### config.mk
export PLATFORM = sky130hd
export DESIGN_NAME = filter_router
export DESIGN_NICKNAME = d
export VERILOG_FILES = /design/src/rtl/filter_router.sv
export SDC_FILE = /design/constraint.sdc
export NUM_CORES = 1
export LEC_CHECK = 0
export BUFFER_PORTS_ARGS = -buffer_cell sky130_fd_sc_hd__buf_2
export CORE_MARGIN = 2
export CORE_UTILIZATION = 45
export CTS_CLUSTER_DIAMETER = 150
export CTS_CLUSTER_SIZE = 20
export DETAILED_ROUTE_END_ITERATION = 6
export PLACE_DENSITY = 0.85
export SKIP_LAST_GASP = 1
export SLEW_MARGIN = 5
export SYNTH_ARGS = -nofsm -noshare
export SYNTH_HDL_FRONTEND = slang
export SYNTH_SLANG_ARGS = --single-unit
### constraint.sdc
create_clock -name clk -period 2.22 [get_ports clk]
set_input_delay 0 -clock clk [delete_from_list [all_inputs] [get_ports clk]]
set_output_delay 0 -clock clk [all_outputs]
set_load 0.02 [all_outputs]
### src/rtl/filter_router.sv
// Stream router: steers each upstream frame to one selectable filter channel
// and returns that channel's results through a single registered output stage.
// The channel choice is latched in IDLE and frozen until the routed channel
// has delivered the frame's EOP, so a frame never splits across channels.
module filter_router #(
    parameter int DATA_W = 12,
    parameter int NUM_CH = 4,
    parameter int SEL_W  = $clog2(NUM_CH)
) (
    input  logic                       clk,
    input  logic                       reset,
    input  logic [SEL_W-1:0]           sel_in,
    input  logic [DATA_W-1:0]          data_in,
    input  logic                       sop_in,
    input  logic                       eop_in,
    input  logic                       valid_in,
    output logic                       ready_out,
    output logic [DATA_W-1:0]          ch_data,
    output logic                       ch_sop,
    output logic                       ch_eop,
    output logic [NUM_CH-1:0]          ch_valid,
    input  logic [NUM_CH-1:0]          ch_ready,
    input  logic [NUM_CH*DATA_W-1:0]   ch_data_in,
    input  logic [NUM_CH-1:0]          ch_sop_in,
    input  logic [NUM_CH-1:0]          ch_eop_in,
    input  logic [NUM_CH-1:0]          ch_valid_in,
    output logic [NUM_CH-1:0]          ch_ready_out,
    output logic [DATA_W-1:0]          data_out,
    output logic                       sop_out,
    output logic                       eop_out,
    output logic                       valid_out,
    input  logic                       ready_in,
    output logic [SEL_W-1:0]           active_sel,
    output logic [1:0]                 state_out,
    output logic [15:0]                drop_cnt,
    output logic [15:0]                frame_cnt
);

    typedef enum logic [1:0] {
        IDLE   = 2'b00,
        STREAM = 2'b01,
        DRAIN  = 2'b10
    } state_t;

    state_t              state;
    logic [NUM_CH-1:0]   sel_oh;
    logic                ch_ready_act;
    logic                act_valid;
    logic                act_sop;
    logic                act_eop;
    logic [DATA_W-1:0]   act_data;
    logic                fwd;
    logic                out_free;
    logic                sink_acc;
    logic                ch_acc;
    logic                sel_ok;

    assign ch_data   = data_in;
    assign ch_sop    = sop_in;
    assign ch_eop    = eop_in;
    assign state_out = state;
    assign out_free  = !valid_out || ready_in;
    assign sel_ok    = 32'(sel_in) < 32'(NUM_CH);
    assign sink_acc  = valid_in && ready_out;
    assign ch_acc    = act_valid && out_free;

    // Decode the routed channel and mux its ready and result signals
    always_comb begin
        sel_oh       = '0;
        ch_ready_act = 1'b0;
        act_valid    = 1'b0;
        act_sop      = 1'b0;
        act_eop      = 1'b0;
        act_data     = '0;
        for (int unsigned k = 0; k < NUM_CH; k++) begin
            if (SEL_W'(k) == active_sel) begin
                sel_oh[k]    = 1'b1;
                ch_ready_act = ch_ready[k];
                act_valid    = ch_valid_in[k];
                act_sop      = ch_sop_in[k];
                act_eop      = ch_eop_in[k];
                act_data     = ch_data_in[k*DATA_W +: DATA_W];
            end
        end
    end

    // Sink-side handshake: pre-SOP beats in IDLE are swallowed, DRAIN blocks
    always_comb begin
        fwd       = 1'b0;
        ready_out = 1'b0;
        case (state)
            IDLE: begin
                fwd       = valid_in && sop_in;
                ready_out = sop_in ? ch_ready_act : 1'b1;
            end
            STREAM: begin
                fwd       = valid_in;
                ready_out = ch_ready_act;
            end
            default: begin
                fwd       = 1'b0;
                ready_out = 1'b0;
            end
        endcase
        ch_valid     = fwd ? sel_oh : '0;
        ch_ready_out = out_free ? sel_oh : '0;
    end

    // Frame FSM with channel selection and drop/frame counters
    always_ff @(posedge clk or negedge reset) begin
        if (!reset) begin
            state      <= IDLE;
            active_sel <= '0;
            drop_cnt   <= '0;
            frame_cnt  <= '0;
        end else begin
            case (state)
                IDLE: begin
                    if (sink_acc && sop_in) begin
                        state <= eop_in ? DRAIN : STREAM;
                    end else begin
                        if (valid_in && !sop_in && drop_cnt != '1)
                            drop_cnt <= drop_cnt + 16'd1;
                        if (sel_ok)
                            active_sel <= sel_in;
                    end
                end
                STREAM: begin
                    if (sink_acc && eop_in)
                        state <= DRAIN;
                end
                DRAIN: begin
                    if (ch_acc && act_eop) begin
                        state     <= IDLE;
                        frame_cnt <= frame_cnt + 16'd1;
                    end
                end
                default: state <= IDLE;
            endcase
        end
    end

    // Output register: load on channel accept, hold while stalled
    always_ff @(posedge clk or negedge reset) begin
        if (!reset) begin
            valid_out <= 1'b0;
            data_out  <= '0;
            sop_out   <= 1'b0;
            eop_out   <= 1'b0;
        end else if (ch_acc) begin
            valid_out <= 1'b1;
            data_out  <= act_data;
            sop_out   <= act_sop;
            eop_out   <= act_eop;
        end else if (ready_in) begin
            valid_out <= 1'b0;
        end
    end

endmodule

* Word-level counts from Yosys, hierarchy flattened
Index checks and enable logic that the tools add are counted.
** Word-level totals
- Flip-flop bits (word level) :: 51
- Bits of input ports :: 84
- Output and inout bits :: 74
- Logic and storage cells :: 74
** Operators by class
- Add/sub/neg operators :: 2
- Equality and inequality tests :: 9
- Muxes and demuxes :: 36
- Bitwise logic cells :: 1
- Reductions and logical operators :: 18
** Operators by type and width (number)
- two-way mux 12 bit :: 4
- adder 16 x 1 -> 16 bit (second input constant) :: 2
- two-way mux 1 bit :: 23
- inequality test 16 bit (second input constant) :: 1
- logical AND 1 bit :: 8
- two-way mux 2 bit :: 4
- two-way mux 4 bit :: 2
- inequality test 2 bit (second input constant) :: 3
- one-hot mux 2 bit (3 select lines) :: 1
- AND reduction 3 bit :: 2
- == test 2 bit (first input constant) :: 2
- zero test 2 bit :: 2
- one-hot mux 1 bit (2 select lines) :: 2
- AND reduction 2 bit :: 2
- == test 1 x 2 -> 1 bit (first input constant) :: 1
- == test 2 x 1 -> 1 bit (second input constant) :: 1
- == test 2 bit (second input constant) :: 1
- zero test 1 bit :: 2
- nonzero test 2 bit :: 1
- logical OR 1 bit :: 1
- NOT 1 bit :: 1

* Depth between registers and ports, before layout
Gate-level depths: netlist (run 1).
- Depth in word-level cells :: 11
- Depth in mapped cells :: 6
- Depth with buffers taken out :: 6

* Worst setup path after synthesis (run 1)
No wires, ideal clock.
- Path type :: reg-to-reg
- Start point :: register active_sel[0]
- End point :: register active_sel[0]
- Library setup time :: 0.125 ns
- Arrival time :: 1.872 ns
- Data required time :: 2.095 ns
- Path slack :: 0.223 ns
- Cell stages (with the launch flop) :: 6
- Buffers on the path :: 1
- Period minus slack after synthesis :: 1.997 ns
- Cell sequence :: dfrtp_1 buf_6 mux4_2 and2_4 a211oi_4 mux2_2
** Between the ends
- Word-level cells in the longest chain between the ends :: 11
- Elaborated cells between the ends (all ways) :: 14
- Classes of those cells :: 3 x eq/ne; 6 x mux; 1 x bitwise; 4 x reduce/logical
** RTL lines
- start: declaration :: RTL line 33 : output logic [SEL_W-1:0] active_sel,
- start signal: assignment :: RTL line 125 : active_sel <= sel_in;
- zero test 2 bit :: RTL line 76 : if (SEL_W'(k) == active_sel) begin
- two-way mux 1 bit (3 in series) :: RTL line 76
- two-way mux 1 bit (*) :: RTL line 76
- two-way mux 1 bit :: RTL line 94 : ready_out = sop_in ? ch_ready_act : 1'b1;
- one-hot mux 1 bit (2 select lines) (*) :: RTL line 91 : case (state)
- logical AND 1 bit (*) :: RTL line 64 : assign sink_acc = valid_in && ready_out;
- logical AND 1 bit (*) :: RTL line 119 : if (sink_acc && sop_in) begin
- NOT 1 bit (no source line) (*)
- AND reduction 2 bit (no source line) (*)
Every way passes the cells marked *; elsewhere a longest branch is shown, timed or not.
A chain may end at the register's enable or synchronous reset.

* Worst setup path after layout (run 1)
Ends and elaborated chain as after synthesis.

==> results of run 1 <==
[routing by layer]
| metal | wire (µm) | part of all wire [%] | GRT usage [%] | vias to the layer above |
|---|---|---|---|---|
| li1 | - | - | - | 1070 |
| met2 | 3690 | 52 | 37.5 | 104 |
| met5 | 0 | 0 | 0 | - |
| met1 | 2810 | 39 | 25.2 | 1137 |
| met3 | 450 | 6.3 | 4.08 | 24 |
| met4 | 196 | 2.7 | 10.3 | 0 |
[flip-flops by register name, summed over array words and instances, names as in the netlist]
signal	flops
valid_out	1
frame_cnt	16
active_sel	2
sop_out	1
drop_cnt	16
eop_out	1
state_out	2
data_out	12
[report_power, final]
| group | leakage [nW] | internal (mW) | total, mW | switching [mW] |
|---|---|---|---|---|
| combinational | 1.13 | 0.954 | 2.07 | 1.12 |
| sequential | 0.655 | 1.19 | 1.43 | 0.242 |
| clock | 0.0612 | 0.365 | 0.683 | 0.317 |
[cells in the mapped netlist (all sizes together) (3+ instances only)]
cell	number	area share, %
and2	4	0.98
dfrtp	51	45
mux2	16	6.4
clkbuf	4	0.53
and4	4	1.2
nor3	7	1.4
nand4	7	1.6
a211oi	3	1.2
nor3b	3	0.80
nand3	9	2.0
buf	17	4.6
nor2	10	1.3
and3	6	1.3
xor2	10	3.1
mux4	16	13
nand2b	3	0.76
xnor2	19	5.9
nand2	24	3.2
nor4b	3	2.0
[cell families after synthesis]
| logic type | Yosys count | synth area share (%) |
|---|---|---|
| and+or+nand+nor | 83 | 17.3 |
| buffers and inverters | 23 | 5.38 |
| xor gates and xnor gates | 29 | 9.02 |
| adders and majority gates | 2 | 0.888 |
| AOI/OAI and AO/OA | 10 | 2.89 |
| muxes | 32 | 19.2 |
| DFF | 51 | 45.3 |
[cell usage in the layout (no fill, tap or decap), drive strengths merged, types with 2 or more instances in the layout]
cell / Yosys / layout
mux4: 16 / 16
inv: 2 / 2
xor2: 10 / 10
nand3: 9 / 9
nand4: 7 / 7
and2: 4 / 4
nor3: 7 / 7
a31oi: 2 / 2
buf: 17 / 140
a211oi: 3 / 3
nor4b: 3 / 3
nand2: 24 / 24
xnor2: 19 / 19
nor2b: 2 / 2
and4: 4 / 4
dfrtp: 51 / 51
nand2b: 3 / 3
nor3b: 3 / 3
a21oi: 2 / 2
nor2: 10 / 10
clkbuf: 4 / 6
mux2: 16 / 16
dlygate4sd3: 0 / 4
and3: 6 / 6
ha: 2 / 2
[cell type report]
cell class | instances | share of cell area [%]
multi-input combinational | 156 | 38.1
tap | 75 | 2.58
clock buffer | 6 | 2.27
sequential | 51 | 35.0
clock inverter | 2 | 0.962
inverter | 2 | 0.206
timing repair buffer | 144 | 20.8
[how the worst min path moves through the flow]
stage	cells past startpoint	endpoint	startpoint	slack (ns)
final	0	ch_data[8]	data_in[8]	0.000009
after floorplan	0	active_sel[0]	reset	-0.30
after global routing	0	ch_data[0]	data_in[0]	0.00003
after global placement	0	ch_data[5]	data_in[5]	0.0001
after CTS	0	ch_data[5]	data_in[5]	0.0001
after detailed placement	0	ch_data[5]	data_in[5]	0.0001
[metrics by stage]
| step | hold slack (ns) | std cells |
|---|---|---|
| 2_1_floorplan | -0.296 | 230 |
| 3_3_place_gp | 0.000137 | 424 |
| 3_5_place_dp | 0.000137 | 424 |
| 4_1_cts | 0.000137 | 436 |
| 5_1_grt | 0.0000294 | 436 |
| 6_report | 0.00000886 | 436 |
==> impl_metrics.yaml, run 1 <==
sta:
  finClkSkew_ns: 0.00841
  slew_headroom_pct: 53.5
  fin_crit_ns: 1.96
  tns_ns: 0
  finalCritPeriodShare_pct: 88.1
  grt_setup_unrepaired: "no"
  tightestPinTransition_ns: 0.690
  slew_viol_final: 0
  hold_viol: 0
  fmax_mhz: 511
  worst_slack_ns: 0.264
  setup_viol: 0
die:
  die_w_um: 83.1
  fp.coreArea_um2: 5990
  die_h_um: 83.1
  row_count: 28
  ios: 158
  die_area_um2: 6910
  initial_core_util_pct: 47.0
cells_and_area:
  fillers: 490
  post-route-util_pct: 60.8
  ff_latch_area_um2: 1280
  synthToLayoutAreaGrowth_pct: 29.3
  n_antenna_cell: 0
  multi_input_area_um2: 1390
  drive_gt1_share_pct: 52.1
  nNetsFinal: 446
  design_area_um2: 3640
routing:
  wl_um: 7150
  dr.pass1.iters: 4
  drt_iter0_markers: 103
  viasPerCell: 5.36
  wire_per_inst_um: 16.4
  ant_nets: 0
  drc: 0
  vias: 2335
critical_path:
  critical_path_class: "flip-flop to flip-flop"
  crit_path_max_fanout: 5
  path_delay_family: "multiplexers"
  arrival_ns: 2.16
  r2r-end: "active_sel[0]"
  r2r_start: "active_sel[0]"
  critPathRequiredTime_ns: 2.42
  ff2ff_setup_slack_ns: 0.26
  crit_buf_inv: 0
  setup.worst_path.start_class: "flip-flop"
  critPathSlowestCell: "mux4_2"
  endpoint: "active_sel[0]"
  crit_chain: "mux4_2, and2_4, a211oi_4, mux2_2"
  r2r_cells: 4
  crit_start: "active_sel[0]"
  path_depth: 4
  slowest_delay_ns: 0.55
  cp-end-kind: "flip-flop"
clock_tree:
  cts_resized: 0
  cts_buffers: 5
  ctsHoldBuffers: 4
  h-tree-depth: 2
  cts.sinks: 51
  path_clk_slew_ns: 0.09
  clk_latency_ns: 0.31
  post_cts_buffers: 0
  cts_root_buf: "clkbuf_8"
  clk_path_buf_depth: 2
  cts_tree: "built"
synthesis:
  avgSynthCellArea_um2: 12.2
  synth_cells: 230
  synth-seq-area-share_pct: 45.3
  postSynth.asyncResetShare_pct: 100
  yosysWarningCount: 0
  ys_ff_latch: 51
  synth_ff_type: "dfrtp_1"
  synth_edf_count: 0
  netlist_area_um2: 2820
  synthDistinctLibCells: 36
  mappedNetlistNets: 316
placed_design:
  place.gp.congestion: 0.852
  port_buffers: 133
  hpwl_um: 5740
  dp_slack_ns: 0.275
  post_dp_cell_area_um2: 3480
grt:
  overflow: 0
  grt_pass1_vias: 2520
  antenna_found_initial: 0
  grt_util_all_layers_pct: 21.4
  grt_pass1_wl_um: 11900
  grt_max_degree: 30
status:
  status: "finished clean"
power:
  p_leak_nw: 1.85
  peakVddDrop_mv: 0.720
  totalPowerFinal_mw: 4.18
  powerDensity_nw_per_um2: 1150
min_path:
  hold_path.class: "input pin to output port"
run:
  max_cap_violations: 0
Power figures use the tool's default switching activity.
==> run 2: changes to the inputs <==
--- a/config.mk
+++ b/config.mk
@@ -7,11 +7,11 @@
 export LEC_CHECK = 0
 export BUFFER_PORTS_ARGS = -buffer_cell sky130_fd_sc_hd__buf_2
 export CORE_MARGIN = 2
-export CORE_UTILIZATION = 45
+export CORE_UTILIZATION = 40
 export CTS_CLUSTER_DIAMETER = 150
 export CTS_CLUSTER_SIZE = 20
 export DETAILED_ROUTE_END_ITERATION = 6
-export PLACE_DENSITY = 0.85
+export PLACE_DENSITY = 0.78
 export SKIP_LAST_GASP = 1
 export SLEW_MARGIN = 5
 export SYNTH_ARGS = -nofsm -noshare
==> run 2 against run 1 <==
Net effect:
- die area grew 12%
- sequential share of layout area is 0.43 points lower
- count of clock-buffer cells in the layout fell by 1
- clock power is 12% higher
- design area grew 1.2%
- worst setup slack got worse by 0.037 ns
- clock skew fell by 0.0019 ns
- sequential power is essentially flat
- register-to-register slack got worse by 0.04 ns
==> impl_metrics.yaml, run 2 (synthesized netlist as in run 1, its figures left out) <==
sta:
  grt_setup_unrepaired: "no"
  hold_viol: 0
  fin_crit_ns: 1.99
  slew_viol_final: 0
  setup_viol: 0
  worst_slack_ns: 0.227
  tightestPinTransition_ns: 0.663
  finClkSkew_ns: 0.00648
  slew_headroom_pct: 55.3
  fmax_mhz: 502
  tns_ns: 0
  finalCritPeriodShare_pct: 89.8
die:
  fp.coreArea_um2: 6790
  die_w_um: 87.9
  initial_core_util_pct: 41.5
  row_count: 30
  ios: 158
  die_h_um: 87.9
  die_area_um2: 7730
clock_tree:
  cts_tree: "built"
  cts_buffers: 5
  cts.sinks: 51
  cts_resized: 0
  clk_latency_ns: 0.31
  cts_root_buf: "clkbuf_8"
  post_cts_buffers: 0
  h-tree-depth: 2
  clk_path_buf_depth: 2
  path_clk_slew_ns: 0.09
  ctsHoldBuffers: 4
grt:
  grt_util_all_layers_pct: 18.5
  grt_pass1_vias: 2357
  grt_pass1_wl_um: 11000
  grt_max_degree: 30
  overflow: 0
  antenna_found_initial: 0
critical_path:
  setup.worst_path.start_class: "flip-flop"
  cp-end-kind: "flip-flop"
  critPathRequiredTime_ns: 2.42
  slowest_delay_ns: 0.56
  arrival_ns: 2.19
  crit_chain: "mux4_2, and2_4, a211oi_4, mux2_2"
  critPathSlowestCell: "mux4_2"
  critical_path_class: "flip-flop to flip-flop"
  crit_path_max_fanout: 6
  ff2ff_setup_slack_ns: 0.23
cells_and_area:
  layout_common_cells: "buf_2 (133), dfrtp_1 (51), nand2_1 (24), xnor2_1 (19)"
  nNetsFinal: 446
  largestRegisters: "drop_cnt (16), frame_cnt (16), data_out (12)"
  final_common_cell: "buf_2"
  post-route-util_pct: 54.3
  synthToLayoutAreaGrowth_pct: 30.9
  design_area_um2: 3690
  n_antenna_cell: 0
  drive_gt1_share_pct: 52.1
routing:
  ant_nets: 0
  drt_iter0_markers: 93
  dr.pass1.iters: 4
  drc: 0
  viasPerCell: 5.09
  vias: 2325
  wl_um: 6920
  wire_per_inst_um: 15.1
power:
  peakVddDrop_mv: 0.538
  p_leak_nw: 1.85
  powerDensity_nw_per_um2: 1150
  totalPowerFinal_mw: 4.25
run:
  max_cap_violations: 0
min_path:
  hold_path.class: "input pin to output port"
placed_design:
  place.gp.congestion: 0.850
  dp_slack_ns: 0.225
  hpwl_um: 5570
  port_buffers: 133
  post_dp_cell_area_um2: 3510
status:
  status: "finished clean"
## run 2: cell count changes in the layout (fill, tap and decap cells not counted)
cell,delta
bufinv_16,+1
clkinvlp_4,+1
clkbuf_8,-1
clkinv_2,-1
## run 2: final cells by class
cell class	count	area, µm²
clock buffers	5	68.8
clock inverters	3	67.6
flip-flops and latches	51	1280
well taps	96	120
inverters	2	7.51
repair buffers	144	758
fillers	600	3110
multi-input cells	156	1390
## run 2: worst paths after layout
check	cells after the start	start	endpoint
max	4	active_sel[0]	active_sel[0]
min	0	data_in[0]	ch_data[0]
max reg2reg	4	active_sel[0]	active_sel[0]
min reg2reg	1	frame_cnt[15]	frame_cnt[15]
max in group asynchronous	3	reset	data_out[2]
min in group asynchronous	2	reset	frame_cnt[11]
## run 2: critical path, delay by kind of cell (launching register included)
family	cells	cell delay [ns]
flops	1	0.50
simple gates	1	0.19
compound gates	1	0.27
mux	2	0.92
## run 2: stage by stage
stage                     hold slack, ns  instances
after floorplan                   -0.296        230
after global placement          0.000137        445
after detailed placement        0.000137        445
after CTS                       0.000137        457
after global routing           0.0000293        457
final                         0.00000721        457
## run 2: power breakdown
part	internal, mW	total (mW)	switching [mW]
Clock	0.449	0.765	0.316
Sequential	1.19	1.43	0.244
Combinational	0.953	2.06	1.11
## run 2: metal layers
| metal | up-vias | wire (µm) | track usage [%] |
|---|---|---|---|
| li1 | 1071 | - | - |
| met1 | 1130 | 2790 | 21.6 |
| met2 | 107 | 3480 | 33.1 |
| met3 | 17 | 452 | 4.05 |
| met4 | 0 | 191 | 7.27 |
| met5 | - | 0 | 0 |
==> run 3: changes to the inputs <==
--- a/config.mk
+++ b/config.mk
@@ -5,13 +5,14 @@
 export SDC_FILE = /design/constraint.sdc
 export NUM_CORES = 1
 export LEC_CHECK = 0
+export ABC_AREA = 1
 export BUFFER_PORTS_ARGS = -buffer_cell sky130_fd_sc_hd__buf_2
 export CORE_MARGIN = 2
 export CORE_UTILIZATION = 40
 export CTS_CLUSTER_DIAMETER = 150
 export CTS_CLUSTER_SIZE = 20
 export DETAILED_ROUTE_END_ITERATION = 6
-export PLACE_DENSITY = 0.78
+export PLACE_DENSITY = 0.75
 export SKIP_LAST_GASP = 1
 export SLEW_MARGIN = 5
 export SYNTH_ARGS = -nofsm -noshare
==> run 3 against run 2 <==
Net effect:
- maximum frequency increased by 8.4%
- design area increased by 14%
- synthesized cell count increased by 100%
- core utilization decreased by 2.6 points
- area after synthesis increased by 18%
- count of clock-buffer cells in the layout increased by 1
- largest cell class unchanged
==> impl_metrics.yaml, run 3 <==
status:
  status: "finished clean"
synthesis:
  ys_top_cells_by_count: "nand2_1 (149), nand3_1 (53), dfrtp_1 (51)"
  synth_area_leader_cell: "dfrtp_1"
  netlist_area_um2: 3320
  yosysWarningCount: 0
  ys_ff_latch: 51
  synth-seq-area-share_pct: 38.5
  synthDistinctLibCells: 34
  synth_cells: 461
  mappedNetlistNets: 547
  postSynth.asyncResetShare_pct: 100
  synth_top_area_share_pct: 38.5
  avgSynthCellArea_um2: 7.20
  synth_edf_count: 0
  post-synth-top-count-cell: "nand2_1"
  synthTopCellsByArea: "dfrtp_1 (38%), nand2_1 (17%), nand3_1 (8.0%), inv_1 (4.2%), nor2_1 (4.0%)"
  synth_ff_type: "dfrtp_1"
sta:
  slew_headroom_pct: 59.0
  finalCritPeriodShare_pct: 82.8
  tightestPinTransition_ns: 0.615
  worst_slack_ns: 0.381
  setup_viol: 0
  finClkSkew_ns: 0.00622
  tns_ns: 0
  fmax_mhz: 544
  grt_setup_unrepaired: "no"
  fin_crit_ns: 1.84
  slew_viol_final: 0
  hold_viol: 0
min_path:
  hold_depth: 0
  hold_path.class: "input pin to output port"
  min-delay-start: "data_in[8]"
routing:
  drc: 0
  wire_per_inst_um: 13.4
  dr.pass1.iters: 5
  ant_nets: 0
  drt_iter0_markers: 98
  wl_um: 9350
  vias: 3506
  viasPerCell: 5.02
placed_design:
  dp_slack_ns: 0.407
  post_dp_cell_area_um2: 3990
  place.gp.congestion: 1.01
  dp_cells: 681
  hpwl_um: 7360
  port_buffers: 133
die:
  ios: 158
  die_w_um: 95.1
  die_area_um2: 9040
  die_h_um: 95.1
  row_count: 33
  fp.coreArea_um2: 8130
  initial_core_util_pct: 40.8
critical_path:
  r2r_cells: 9
  setup.worst_path.start_class: "flip-flop"
  r2r-end: "frame_cnt[2]"
  crit_path_max_fanout: 10
  ff2ff_setup_slack_ns: 0.40
  arrival_ns: 1.84
  critPathRequiredTime_ns: 2.22
  r2r_start: "active_sel[0]"
  crit_start: "active_sel[1]"
  endpoint: "ch_valid[2]"
  critical_path_class: "flip-flop to output port"
  cp-end-kind: "output port"
grt:
  grt_pass1_wl_um: 15000
  grt_util_all_layers_pct: 20.8
  grt_pass1_vias: 3373
  antenna_found_initial: 0
  grt_max_degree: 28
  overflow: 0
run:
  max_cap_violations: 0
cells_and_area:
  synthToLayoutAreaGrowth_pct: 26.8
  layout_common_cells: "nand2_1 (149), buf_2 (133), nand3_1 (53), dfrtp_1 (51), inv_1 (37)"
  layout.cells.non_filler: 699
  drive_gt1_share_pct: 29.3
  nNetsFinal: 679
  largestRegisters: "drop_cnt (16), frame_cnt (16), data_out (12)"
  n_antenna_cell: 0
  design_area_um2: 4210
  final_common_cell: "nand2_1"
clock_tree:
  h-tree-depth: 2
  cts.sinks: 51
  clk_latency_ns: 0.30
  clk_path_buf_depth: 2
  cts_root_buf: "clkbuf_8"
  cts_tree: "built"
  cts_buffers: 5
  path_clk_slew_ns: 0.09
power:
  powerDensity_nw_per_um2: 1120
  peakVddDrop_mv: 0.373
  p_leak_nw: 2.20
[run 3: area by class of cell]
cell class | count | area (µm²)
well taps | 105 | 131
clock inverters | 2 | 35.0
flip-flops and latches | 51 | 1280
fillers | 833 | 3930
multi-input cells | 340 | 1670
inverters | 43 | 169
repair buffers | 152 | 846
clock buffers | 6 | 82.6
[run 3: layer usage]
| layer | global-route usage, % | wire (µm) | up-vias |
|---|---|---|---|
| li1 | - | - | 1743 |
| met4 | 9.54 | 320 | 0 |
| met1 | 26.5 | 3980 | 1605 |
| met5 | 0 | 0 | - |
| met3 | 3.56 | 523 | 31 |
| met2 | 34.3 | 4520 | 127 |
[run 3: timing repair]
| item | CTS | global route |
|---|---|---|
| gates resized for setup | 0 | 0 |
| hold buffers | 10 | 0 |
| buffers inserted | 0 | 0 |
| hold endpoints to repair | 33 | 0 |
[run 3: worst max-delay path, cell delays in order, from the launching register on]
cell,delay (ns)
dfrtp_1,0.48
inv_1,0.18
buf_4,0.21
nor2_1,0.30
inv_1,0.10
nor2_1,0.10
buf_2,0.17
[run 3: metrics by stage]
| step | power, mW | util [%] | hold WS [ns] |
|---|---|---|---|
| global placement | 3.97 | 49.0 | 0.000137 |
| CTS | 4.74 | 51.7 | 0.000137 |
| global route | 5.07 | 51.7 | 0.0000518 |
| detailed placement | 4.04 | 49.0 | 0.000137 |
| floorplan | 3.30 | - | -0.296 |
| finish | 4.70 | 51.7 | 0.00000776 |
[run 3: power breakdown]
| group | switching, mW | internal, mW |
|---|---|---|
| sequential | 0.283 | 1.21 |
| combinational | 1.69 | 0.853 |
| clock | 0.307 | 0.365 |
| total | 2.28 | 2.42 |
[run 3: how the worst min path moves through the flow]
stage          slack (ns)       endpoint
2_1_floorplan       -0.30  active_sel[0]
3_3_place_gp       0.0001    ch_data[10]
3_5_place_dp       0.0001    ch_data[10]
4_1_cts            0.0001    ch_data[10]
5_1_grt           0.00005     ch_data[4]
6_report         0.000008     ch_data[8]
[run 3: kinds of logic (layout without fill, tap and decap cells)]
logic type	count (synthesis)	in the layout	share of synthesized area (%)
AO/OA/AOI/OAI	45	45	7.84
XOR/XNOR	21	21	5.54
adder cells (fa/ha/maj)	2	2	0.754
buffers and inverters	70	203	11.3
flip-flops	51	51	38.5
AND/OR/NAND/NOR	272	272	36.1
